==> src/rtl/axis_pkg.sv <==
// axis_pkg: shared AXI-Stream defaults and the packed beat type for stream blocks
package axis_pkg;
    localparam int AXIS_DATA_W = 81;
    localparam int AXIS_LAST_W = 4;
    localparam int AXIS_DEPTH  = 4;
    typedef struct packed {
        logic [AXIS_LAST_W-1:0] tlast;
        logic [AXIS_DATA_W-1:0] tdata;
    } axis_beat_t;
endpackage

==> src/rtl/axis_beat_ram.sv <==
// axis_beat_ram: DEPTH x WIDTH register array, one write port, one asynchronous read port
// Ports: ACLK clock; we/waddr/wdata write port; raddr/rdata combinational read port.
module axis_beat_ram
    import axis_pkg::*;
#(
    parameter int WIDTH = AXIS_DATA_W + AXIS_LAST_W,
    parameter int DEPTH = AXIS_DEPTH,
    localparam int AW = $clog2(DEPTH)
) (
    input  logic             ACLK,
    input  logic             we,
    input  logic [AW-1:0]    waddr,
    input  logic [WIDTH-1:0] wdata,
    input  logic [AW-1:0]    raddr,
    output logic [WIDTH-1:0] rdata
);
    logic [WIDTH-1:0] mem [DEPTH];
    always_ff @(posedge ACLK)
        if (we) mem[waddr] <= wdata;
    assign rdata = mem[raddr];
endmodule

==> src/rtl/axis_master_fifo.sv <==
// axis_master_fifo: buffered AXI-Stream master output stage with flush and fill level
// Ports: ACLK/ARESET clock and async active-high reset; SAMPLE/LAST/VALID_SAMPLE/READY core-side push;
//        FLUSH synchronous clear; TVALID/TREADY/TDATA/TLAST AXI-S master; LEVEL buffered beat count.
module axis_master_fifo
    import axis_pkg::*;
#(
    parameter int DATA_W = AXIS_DATA_W,
    parameter int LAST_W = AXIS_LAST_W,
    parameter int DEPTH  = AXIS_DEPTH,
    localparam int LVL_W = $clog2(DEPTH + 1)
) (
    input  logic              ACLK,
    input  logic              ARESET,
    input  logic [DATA_W-1:0] SAMPLE,
    input  logic [LAST_W-1:0] LAST,
    input  logic              VALID_SAMPLE,
    output logic              READY,
    input  logic              FLUSH,
    output logic              TVALID,
    input  logic              TREADY,
    output logic [DATA_W-1:0] TDATA,
    output logic [LAST_W-1:0] TLAST,
    output logic [LVL_W-1:0]  LEVEL
);
    localparam int PW = $clog2(DEPTH);
    logic [PW-1:0] wr_ptr, rd_ptr;
    logic [LVL_W-1:0] count;
    logic [LAST_W+DATA_W-1:0] rd_beat;
    logic push, pop;
    // READY comes from count only, so a full buffer refuses a push even while popping
    assign READY  = count != LVL_W'(DEPTH);
    assign TVALID = count != '0;
    assign push   = VALID_SAMPLE && READY;
    assign pop    = TVALID && TREADY;
    assign LEVEL  = count;
    // storage is never cleared; masking on TVALID hides stale entries after FLUSH/ARESET
    assign {TLAST, TDATA} = TVALID ? rd_beat : '0;
    axis_beat_ram #(.WIDTH(LAST_W + DATA_W), .DEPTH(DEPTH)) u_ram (
        .ACLK  (ACLK),
        .we    (push && !FLUSH),
        .waddr (wr_ptr),
        .wdata ({LAST, SAMPLE}),
        .raddr (rd_ptr),
        .rdata (rd_beat)
    );
    always_ff @(posedge ACLK or posedge ARESET)
        if (ARESET) begin
            wr_ptr <= '0;
            rd_ptr <= '0;
            count  <= '0;
        end else if (FLUSH) begin
            wr_ptr <= '0;
            rd_ptr <= '0;
            count  <= '0;
        end else begin
            wr_ptr <= wr_ptr + PW'(push);
            rd_ptr <= rd_ptr + PW'(pop);
            count  <= count + LVL_W'(push) - LVL_W'(pop);
        end
endmodule

==> config.mk <==
export PLATFORM = sky130hd
export DESIGN_NAME = axis_master_fifo
export DESIGN_NICKNAME = d
export VERILOG_FILES = /design/src/rtl/axis_pkg.sv /design/src/rtl/axis_beat_ram.sv /design/src/rtl/axis_master_fifo.sv
export SDC_FILE = /design/constraint.sdc
export NUM_CORES = 1
export LEC_CHECK = 0
export CORE_MARGIN = 4
export CORE_UTILIZATION = 40
export DETAILED_ROUTE_END_ITERATION = 10
export REMOVE_ABC_BUFFERS = 1
export SKIP_LAST_GASP = 1
export SYNTH_ARGS = -nofsm -noshare
export SYNTH_HDL_FRONTEND = slang
export SYNTH_HIERARCHICAL = 1
export SYNTH_SLANG_ARGS = --single-unit
==> constraint.sdc <==
create_clock -name ACLK -period 10.7 [get_ports ACLK]
set_clock_uncertainty 0.05 [all_clocks]
set_input_delay 1.605 -clock ACLK [delete_from_list [all_inputs] [get_ports ACLK]]
set_output_delay 1.605 -clock ACLK [all_outputs]
set_load 0.02 [all_outputs]
==> results.md <==
- Unrepaired setup endpoints after global routing: false
- Fin util: between 50% and 60%
- Max capacitance violation total: 0
- Antenna violations before repair: 2
- Post-Syn Area per Cell: 23.3 µm²
- Startpoint type of the worst setup path: flop
- Clock tree from TritonCTS: yes
- Maximum ir drop on the vdd rail: 0.000292 V
- Total via count after detailed routing: between 6000 and 7000
- Area overhead of the layout relative to synthesis: 24.4%
- Min Clock Period, post-route: roughly 5.4 ns
- DRC violation count after routing: 0
- Pin count of the biggest net entering global routing: 88
- Category of the worst setup path capture point: output pin
- Share of async-settable or async-resettable flops after synthesis: 2.02%
- Switching Fraction: 27.5%
- First-pass GRT wire length: 41100 µm
- Hold buffers post-CTS: 0
- Cells resized by post-CTS repair: 0
- Total half-perimeter wirelength after legalization and detailed placement: about 16000 µm
- Sequential power share: 40.9%
- Minimum setup slack among reg-to-reg paths: ~7.7 ns
- Min-delay worst type: flop to flop
- Leading register cell type out of synthesis: sky130_fd_sc_hd__edfxtp_1
- Count of cell types in the netlist: 24
- Relative contribution of the clock network to total power: 28.6%
- Fin crit share: between 50% and 60%
- Initial cell density of the core: 40.9%
- Row count: 66
- Number of cells produced by synthesis: 574
- Power dissipated by switching net loads: between 1000 and 1500 µW
- Max FO, Critical Path: 48
- Clock buffer count from CTS: 37
- LEAKAGE: 0.00528 µW
- Count of warnings emitted by yosys: 6
- Setup Fix Bufs, Post-CTS: 0
- Worst-case headroom to the max-slew limit: 28.8%
- Final estimated routing congestion in global placement: between 0.6 and 0.7
- Width of the die: 191 µm
- Clock latency at the later pin of the worst-skew pair: 0.50 ns
- Worst Path Required: 9.05 ns
- Number of DRC markers after the initial detailed-route iteration: 367
- Total placed instance area: 15600 µm²
- Proportion of layout cells with a drive suffix above 1: ~22%
- Reg2Reg Depth: 9
- Count of endpoints failing setup in the final report: 0
- Highest achievable clock rate: 186 MHz
- Final sum of negative setup slack: 0 ns
- Routed wire length on met3: 1760 µm
- Number of buffers on the longest clock path: 3
- Overall overflow remaining after global route: 0
- Power share of the combinational group: 30.5%
- Worst flop-to-flop path startpoint: LEVEL[1]
- Per-cell via count in the routed design: between 5 and 6
- Clock root buffer: sky130_fd_sc_hd__clkbuf_16
- Post-synthesis instance area: 13400 µm²
- P_int: 2930 µW
- Hold Fails Final Rpt: 0
- Number of flops mapped to enable cells by yosys: 340
- Post-layout net count: around 870
- Total Wirelength: 26400 µm
- Clock slew at reported path FFs: around 0.060 ns
- DIE AREA: 36500 µm²
- Slew Viols, Final: 0
- Critical Path Sink: TDATA[54]
- First-pass detailed-route iteration total: 4
- Outcome: complete, no violations
- Antenna-violating nets left: 0
- Routed length per instance: approximately 21 µm
- GR Util All Layers: approximately 15%
- Data arrival time of the critical path: 3.71 ns
- PD cells: 242 nW/µm²
- Core outline area: 32800 µm²
- Number of synthesized register bits: 347
- Routed length on met2: 13500 µm
- Source of the critical timing path: rd_ptr[0]
- Highest metal layer used by the detailed router: met5
- Total number of H-tree levels: 2
- Setup Crit Path Kind: flop to output pin
- Seq/Total Area, Yosys: 77.5%
- Worst-margin pin slew: 1.07 ns
- Via count of the first global-routing pass: 7067
- Reg2Reg Capture Point: LEVEL[2]
- Final design area excluding fillers: 16700 µm²
- # clock sinks: ~350
- Met1 Wirelength: 10800 µm
- Port-buffer cells: 179
- Antenna fix cells: 0
- Top-Level Pins: 180
- Die H: 191 µm
==> metrics by stage <==
step	total power [µW]	hold WS (ns)	setup WS, ns	std cells
finish	4040	0.586	5.34	1235
global route	4250	0.625	4.94	1235
CTS	4120	0.592	5.12	1235
detailed placement	2950	0.575	5.67	1173
global placement	2940	0.547	5.71	1173
floorplan	2440	0.492	2.01	545
==> final cells by class <==
class	instances	area, µm²
Sequential cell	347	10400
Inverter	3	11.3
Fill cell	2662	16100
Tap cell	442	553
Multi-Input combinational cell	195	2760
Timing Repair Buffer	186	1840
Clock buffer	49	1020
Clock inverter	13	85.1
==> metal layers <==
layer | vias to the layer above | GRT usage [%]
met5 | - | 0
met4 | 4 | 3.29
met3 | 33 | 4.24
met2 | 165 | 25.3
met1 | 3296 | 18.8
li1 | 2734 | -
==> cell families (layout without fill, tap and decap cells) <==
family        after synthesis  count (layout)  synth area share (%)
mux                        85              85                  14.3
flops                     347             347                  77.5
buf+inv                    32             251                  2.05
xor+xnor                    3               3                 0.299
fa+ha+maj                   5               5                 0.523
simple gates              102             102                  5.31
==> cells in the mapped netlist (2+ instances only) <==
| master | count | share of area, % |
|---|---|---|
| sky130_fd_sc_hd__xnor2_1 | 2 | 0.13 |
| sky130_fd_sc_hd__and2_1 | 57 | 2.7 |
| sky130_fd_sc_hd__mux4_2 | 85 | 14 |
| sky130_fd_sc_hd__dfrtp_1 | 7 | 1.3 |
| sky130_fd_sc_hd__inv_1 | 3 | 0.084 |
| sky130_fd_sc_hd__edfxtp_1 | 340 | 76 |
| sky130_fd_sc_hd__buf_2 | 7 | 0.26 |
| sky130_fd_sc_hd__buf_1 | 3 | 0.084 |
| sky130_fd_sc_hd__buf_4 | 3 | 0.17 |
| sky130_fd_sc_hd__nor2_1 | 4 | 0.11 |
| sky130_fd_sc_hd__ha_1 | 4 | 0.37 |
| sky130_fd_sc_hd__and2_4 | 30 | 2.0 |
| sky130_fd_sc_hd__and3b_1 | 3 | 0.20 |
| sky130_fd_sc_hd__nor2b_1 | 3 | 0.14 |
| sky130_fd_sc_hd__buf_6 | 5 | 0.42 |
| sky130_fd_sc_hd__buf_12 | 6 | 0.90 |
| sky130_fd_sc_hd__clkbuf_1 | 5 | 0.14 |
==> worst min-delay path by stage <==
| stage | to | from | slack [ns] | cells past startpoint |
|---|---|---|---|---|
| 2_1_floorplan | wr_ptr[1] | wr_ptr[1] | 0.49 | 2 |
| 3_3_place_gp | wr_ptr[1] | wr_ptr[1] | 0.55 | 2 |
| 3_5_place_dp | wr_ptr[1] | wr_ptr[1] | 0.58 | 2 |
| 4_1_cts | wr_ptr[1] | wr_ptr[1] | 0.59 | 2 |
| 5_1_grt | wr_ptr[1] | wr_ptr[1] | 0.63 | 2 |
| 6_report | wr_ptr[1] | wr_ptr[1] | 0.59 | 2 |
==> worst max-delay path, stage by stage, from the launching register on <==
cell and delay [ns]:
sky130_fd_sc_hd__dfrtp_4 0.97, sky130_fd_sc_hd__buf_4 0.89, sky130_fd_sc_hd__mux4_2 0.64, sky130_fd_sc_hd__and2_4 0.15
sky130_fd_sc_hd__clkdlybuf4s50_1 0.53
==> power groups by stage <==
stage	Clock (µW)	Combinational, µW	Sequential (µW)
after detailed placement	0	1270	1690
after CTS	1190	1270	1660
final	1150	1230	1650
after global placement	0	1260	1680
after global routing	1260	1320	1670
after floorplan	0	726	1710
==> sequential cells by signal (all words and copies together), names as in the netlist <==
| register | cells |
|---|---|
| LEVEL | 3 |
| rd_ptr | 2 |
| wr_ptr | 2 |
| u_ram/mem | 340 |
==> cell usage in the layout, fill, tap and decap left out <==
cell type	instances
sky130_fd_sc_hd__clkdlybuf4s50_1	179
sky130_fd_sc_hd__dfrtp_4	2
sky130_fd_sc_hd__and3_4	1
sky130_fd_sc_hd__or3b_2	1
sky130_fd_sc_hd__mux4_2	85
sky130_fd_sc_hd__edfxtp_1	340
sky130_fd_sc_hd__xnor3_1	1
sky130_fd_sc_hd__and2_1	57
sky130_fd_sc_hd__clkbuf_8	1
sky130_fd_sc_hd__xnor2_1	2
sky130_fd_sc_hd__bufinv_16	1
sky130_fd_sc_hd__and2_4	30
sky130_fd_sc_hd__dfrtp_1	5
sky130_fd_sc_hd__clkbuf_16	39
sky130_fd_sc_hd__clkinv_2	4
sky130_fd_sc_hd__ha_1	4
sky130_fd_sc_hd__clkbuf_1	9
sky130_fd_sc_hd__inv_6	1
sky130_fd_sc_hd__or3_4	1
sky130_fd_sc_hd__and3b_4	2
sky130_fd_sc_hd__nor2b_1	3
sky130_fd_sc_hd__inv_1	3
sky130_fd_sc_hd__nor2_1	4
sky130_fd_sc_hd__buf_4	7
sky130_fd_sc_hd__nand2_1	1
sky130_fd_sc_hd__clkinv_1	7
sky130_fd_sc_hd__fa_1	1
sky130_fd_sc_hd__and3b_1	1
sky130_fd_sc_hd__nor3b_2	1
Note: power is estimated with default switching activity, not from simulation.
